--- src/rtl/counter_gen_pkg.sv ---
// counter_gen_pkg
//   Shared constants and encodings for the counter_gen block.
//   DEF_WIDTH / DEF_PRE_W : default counter and prescaler-setting widths
//   dir_e                 : count direction encoding (UP=1, DOWN=0)
//   sat_e                 : boundary behaviour encoding (WRAP=0, SAT=1)
package counter_gen_pkg;

  localparam int DEF_WIDTH = 8;
  localparam int DEF_PRE_W = 4;

  typedef enum logic {
    DOWN = 1'b0,
    UP   = 1'b1
  } dir_e;

  typedef enum logic {
    WRAP = 1'b0,
    SAT  = 1'b1
  } sat_e;

endpackage

--- src/rtl/counter_prescaler.sv ---
// counter_prescaler
//   Divides enabled cycles: emits tick on every (prescale+1)-th cycle with en=1.
//   clk      in  : clock, rising edge
//   rst      in  : synchronous active-high reset
//   en       in  : advance the prescaler this cycle
//   clr      in  : synchronous restart of the prescaler count
//   prescale in  : divide setting (0 = tick on every enabled cycle)
//   tick     out : combinational, high on the enabled cycle that completes a period
module counter_prescaler
  import counter_gen_pkg::*;
#(
  parameter int PRE_W = DEF_PRE_W
) (
  input  logic             clk,
  input  logic             rst,
  input  logic             en,
  input  logic             clr,
  input  logic [PRE_W-1:0] prescale,
  output logic             tick
);

  logic [PRE_W-1:0] r_cnt;

  assign tick = en && (r_cnt == prescale);

  always_ff @(posedge clk) begin
    if (rst || clr) begin
      r_cnt <= '0;
    end else if (en) begin
      // The tick cycle itself restarts the period so the next tick is a full
      // prescale+1 enabled cycles away.
      r_cnt <= tick ? '0 : r_cnt + 1'b1;
    end
  end

endmodule

--- src/rtl/counter_gen.sv ---
// counter_gen
//   Up/down counter with range 0..modulo, wrap or saturate at the limits,
//   prescaled enable, parallel load, terminal-count pulse and sticky overflow.
//   clk, rst            : clock / synchronous active-high reset
//   en, prescale        : count enable feeding the prescaler; one step per prescale+1 enabled cycles
//   load, load_data     : synchronous load of min(load_data, modulo)
//   dir, sat, modulo    : direction (1=up), saturate (1) or wrap (0), upper limit
//   oe                  : output enable for q_gated / q_oe
//   clr_ovf             : clears the sticky overflow flag
//   q                   : registered count
//   q_gated, q_oe       : q masked by oe, and oe replicated per bit
//   tc                  : one-cycle pulse following each boundary tick
//   ovf                 : sticky boundary flag
module counter_gen
  import counter_gen_pkg::*;
#(
  parameter int WIDTH = DEF_WIDTH,
  parameter int PRE_W = DEF_PRE_W
) (
  input  logic             clk,
  input  logic             rst,
  input  logic             en,
  input  logic             load,
  input  logic [WIDTH-1:0] load_data,
  input  logic             dir,
  input  logic             sat,
  input  logic [WIDTH-1:0] modulo,
  input  logic [PRE_W-1:0] prescale,
  input  logic             oe,
  input  logic             clr_ovf,
  output logic [WIDTH-1:0] q,
  output logic [WIDTH-1:0] q_gated,
  output logic [WIDTH-1:0] q_oe,
  output logic             tc,
  output logic             ovf
);

  logic [WIDTH-1:0] r_q;
  logic             r_tc;
  logic             r_ovf;

  logic             w_tick;
  logic             w_at_bound;
  logic             w_bound_tick;
  logic [WIDTH-1:0] w_q_step;
  logic [WIDTH-1:0] w_load_val;

  // A load restarts the prescale period so the first step after it needs a
  // full prescale+1 enabled cycles.
  counter_prescaler #(
    .PRE_W (PRE_W)
  ) u_prescaler (
    .clk      (clk),
    .rst      (rst),
    .en       (en),
    .clr      (load),
    .prescale (prescale),
    .tick     (w_tick)
  );

  // Next value on a tick. The up boundary uses >= so a modulo lowered below
  // the current count is honoured at the next up tick; down ticks above the
  // limit simply decrement.
  always_comb begin
    w_at_bound = 1'b0;
    w_q_step   = r_q;
    if (dir == UP) begin
      w_at_bound = (r_q >= modulo);
      if (w_at_bound) begin
        w_q_step = (sat == SAT) ? modulo : '0;
      end else begin
        w_q_step = r_q + 1'b1;
      end
    end else begin
      w_at_bound = (r_q == '0);
      if (w_at_bound) begin
        w_q_step = (sat == SAT) ? '0 : modulo;
      end else begin
        w_q_step = r_q - 1'b1;
      end
    end
  end

  assign w_load_val   = (load_data > modulo) ? modulo : load_data;
  // Load has priority over a tick, so a boundary on a load cycle is ignored.
  assign w_bound_tick = w_tick && w_at_bound && !load;

  always_ff @(posedge clk) begin
    if (rst) begin
      r_q   <= '0;
      r_tc  <= 1'b0;
      r_ovf <= 1'b0;
    end else begin
      if (load) begin
        r_q  <= w_load_val;
        r_tc <= 1'b0;
      end else begin
        r_tc <= w_bound_tick;
        if (w_tick) begin
          r_q <= w_q_step;
        end
      end
      // Set wins over a simultaneous clear.
      if (w_bound_tick) begin
        r_ovf <= 1'b1;
      end else if (clr_ovf) begin
        r_ovf <= 1'b0;
      end
    end
  end

  assign q   = r_q;
  assign tc  = r_tc;
  assign ovf = r_ovf;

  generate
    for (genvar gi = 0; gi < WIDTH; gi++) begin : g_pad
      assign q_gated[gi] = r_q[gi] & oe;
      assign q_oe[gi]    = oe;
    end
  endgenerate

endmodule

--- config.mk ---
export PLATFORM = sky130hd
export DESIGN_NAME = counter_gen
export DESIGN_NICKNAME = d
export VERILOG_FILES = /design/src/rtl/counter_gen_pkg.sv /design/src/rtl/counter_prescaler.sv /design/src/rtl/counter_gen.sv
export SDC_FILE = /design/constraint.sdc
export NUM_CORES = 1
export LEC_CHECK = 0
export ABC_AREA = 0
export BUFFER_PORTS_ARGS = -buffer_cell sky130_fd_sc_hd__buf_4
export CAP_MARGIN = 20
export CORE_MARGIN = 4
export CORE_UTILIZATION = 45
export CTS_BUF_LIST = sky130_fd_sc_hd__clkbuf_2
export CTS_CLUSTER_DIAMETER = 40
export DETAILED_ROUTE_END_ITERATION = 16
export HOLD_SLACK_MARGIN = 0.05
export PLACE_DENSITY = 0.84
export RECOVER_POWER = 50
export SYNTH_ARGS = -nofsm -noshare
export SYNTH_HDL_FRONTEND = slang
export SYNTH_HIERARCHICAL = 1
export SYNTH_SLANG_ARGS = --single-unit
--- constraint.sdc ---
create_clock -name clk -period 2.7 [get_ports clk]
set_clock_uncertainty 0.2 [all_clocks]
set_input_delay 0.27 -clock clk [delete_from_list [all_inputs] [get_ports clk]]
set_output_delay 0.27 -clock clk [all_outputs]
set_load 0.02 [all_outputs]
==> results.json <==
{
  "outcome": "complete, no violations",
  "synth.area.top_cells": "dfxtp_1 (16%), ha_1 (14%), a211oi_1 (6.2%)",
  "dp_hpwl_mm": 4.224,
  "grt_max_degree": 18,
  "pre_cts_slack_ps": 231.2,
  "yosys.cell_types.count": 55,
  "syn_inst": 232,
  "rows": 22,
  "die-area_mm2": 0.005083,
  "dr.pass1.iters": 4,
  "setup_viol": 0,
  "coreArea_mm2": 0.003771,
  "port_buffers": 53,
  "async_reset_ff_frac": 0,
  "synth_edf_count": 0,
  "io_pins": 54,
  "hp-class": "input port to flop",
  "yosysTopAreaCellShare": 0.1554,
  "ir_drop_v": 0.0002702,
  "grt_pass1_vias": 1750,
  "pwr_density_cell_mw_per_mm2": 342.5,
  "cts.clk_slew.worst_paths_ps": 190,
  "drcViolationCount": 0,
  "die_x_um": 71.30,
  "ant_nets": 0,
  "gp_congestion": 0.9669,
  "worstMarginPinSlew_ps": 669.9,
  "r2r.worst_path.cells": 9,
  "drt_wl_total_mm": 5.294,
  "synthesis.area_mm2": 0.001803,
  "p_leak_nw": 1.010,
  "grt_util_met2": 0.3306,
  "area_growth_pct": 22.83,
  "synth_nets": 280,
  "ys_seq_elements": 14,
  "met3_usage": 0.04488,
  "cts_buffers": 3,
  "use_met1": 0.2530,
  "syn_area_per_cell_um2": 7.771,
  "ys.flop_type": "dfxtp_1",
  "fp.dieH_um": 71.30,
  "worst_ep_arrival_time_ps": 2530,
  "drv_slew": 0,
  "cts_tree": "built",
  "final.setup.tns_ps": 0,
  "path_class": "flop to flop",
  "grt_pass1_wl_mm": 8.280,
  "worst_setup_path_start_kind": "flop",
  "vias": 1906,
  "synth_top_area_cell": "dfxtp_1",
  "insertion_delay_ps": 320,
  "grt_remaining_overflow": 0,
  "drive_gt1_frac": 0.2321,
  "maxCapViolCount": 0,
  "cts_max_level": 1,
  "num_antenna_cells": 0,
  "path_max_fanout": 10,
  "yosys_warnings": 6,
  "clock-sinks": 14,
  "whs_path_depth": 3,
  "fin_ws_ps": 155.5,
  "grt_use_total": 0.2021,
  "vias_per_cell": 5.811,
  "antenna_found_initial": 0,
  "drt-initial-drc-count": 90,
  "period_minus_slack_ps": 2545,
  "nets": 329,
  "period_share": 0.9424,
  "power_w": 0.0007584,
  "cp.required_ps": 2680,
  "gr-max-usage-layer": "met2",
  "initial_utilization": 0.4781,
  "clk_path_buf_depth": 2,
  "yosysSeqAreaShare": 0.1554,
  "max_freq_mhz": 393.0,
  "post-cts-setup-buffers": 0,
  "final-hold-violation-count": 0,
  "cts-root-buf": "clkbuf_2",
  "rsz0062_at_grt": "false",
  "wl_per_cell_um": 16.14,
  "maxSlewHeadroom": 0.5534,
  "crit_path_end_kind": "flop"
}
-- report_power, final --
group	total (W)	internal (W)	switching, W	leakage, nW
registers	0.000243	0.000220	0.0000228	0.115
clock network	0.000123	0.0000322	0.0000906	0.0140
logic	0.000393	0.000177	0.000216	0.880
-- repair_timing --
item,4_1_cts,5_1_grt
hold endpoints to repair,8,0
gates resized for setup,0,1
setup endpoints to repair,0,2
hold buffers,4,0
-- layout make-up --
class                   count  area, µm²
well taps                  48      60.06
flip-flops and latches     14      281.5
repair buffers             66      449.2
multi-input cells         182       1353
fillers                   367       1556
inverters                  14      52.55
clock buffers               3      15.01
clock inverters             1      3.754
-- cell usage in the layout (no fill, tap or decap), types with 3 or more instances in the layout --
| cell type | n |
|---|---|
| a211oi_1 | 15 |
| a21oi_1 | 11 |
| and2_1 | 8 |
| and3_1 | 4 |
| buf_4 | 47 |
| clkbuf_1 | 15 |
| clkbuf_2 | 3 |
| dfxtp_1 | 13 |
| dlygate4sd3_1 | 4 |
| ha_1 | 20 |
| inv_1 | 14 |
| mux2i_1 | 9 |
| nand2_1 | 14 |
| nand3_1 | 6 |
| nand4_1 | 4 |
| nor2_1 | 15 |
| nor3_1 | 3 |
| nor4_1 | 3 |
| o21ai_0 | 5 |
| o21bai_1 | 3 |
| or2_2 | 4 |
| xnor2_1 | 9 |
| xor2_1 | 7 |
-- logic make-up (layout without fill, tap and decap cells) --
| family | after synthesis | count (layout) | synth area share |
|---|---|---|---|
| flip-flops | 14 | 14 | 0.1554 |
| multiplexers | 11 | 11 | 0.06246 |
| buffers and inverters | 36 | 84 | 0.09715 |
| XOR/XNOR | 16 | 16 | 0.07773 |
| adder cells (fa/ha/maj) | 20 | 20 | 0.1388 |
| AND/OR/NAND/NOR | 80 | 80 | 0.2477 |
| AO/OA/AOI/OAI | 55 | 55 | 0.2207 |
-- synth_stat cells, types with 4 or more instances --
| cell | number |
|---|---|
| nand3_1 | 6 |
| a21oi_1 | 11 |
| o21ai_0 | 5 |
| and2_1 | 8 |
| clkbuf_1 | 11 |
| nand4_1 | 4 |
| xor2_1 | 7 |
| or2_2 | 4 |
| nor2_1 | 15 |
| xnor2_1 | 9 |
| inv_1 | 14 |
| buf_4 | 8 |
| nor3_1 | 4 |
| a211oi_1 | 15 |
| mux2i_1 | 9 |
| ha_1 | 20 |
| dfxtp_1 | 14 |
| and3_1 | 4 |
| nand2_1 | 14 |
-- worst max-delay path, stage by stage, from the launching register on --
cell      delay [ps]
dfxtp_2          460
inv_1            110
ha_1             280
and3_1           130
o21ai_0           90
a311o_1          380
buf_4            170
and4_1           190
nor4b_1          310
a211oi_1          80
-- stage by stage --
step | utilization | instance area, µm² | cells | hold slack, ps
3_5_place_dp | 0.5853 | 2207 | 320 | 251.0
3_3_place_gp | 0.5853 | 2207 | 320 | 243.9
4_1_cts | 0.6009 | 2266 | 328 | 58.16
5_1_grt | 0.5873 | 2215 | 328 | 56.79
2_1_floorplan | - | 1804 | 232 | 254.8
6_report | 0.5873 | 2215 | 328 | 67.00
-- layer usage --
metal  wire (µm)  up-vias
met2        2568       82
met4         140        0
met3         402       14
li1            -      938
met1        2182      872
met5           0        -
-- registers in the layout, summed over array words and instances, names as in the netlist --
| register | cells |
|---|---|
| ovf | 1 |
| q | 8 |
| tc | 1 |
| u_prescaler/r_cnt | 4 |
-- path summary, 6_finish.rpt --
check,start,endpoint,slack [ps]
setup reg to reg,q[0]$_SDFFE_PP0P_,q[1]$_SDFFE_PP0P_,160
setup / recovery,q[0]$_SDFFE_PP0P_,q[1]$_SDFFE_PP0P_,160
hold reg to reg,ovf$_SDFFE_PP0P_,ovf$_SDFFE_PP0P_,290
hold / removal,modulo[3],q[3]$_SDFFE_PP0P_,70
Power figures use the tool's default switching activity.
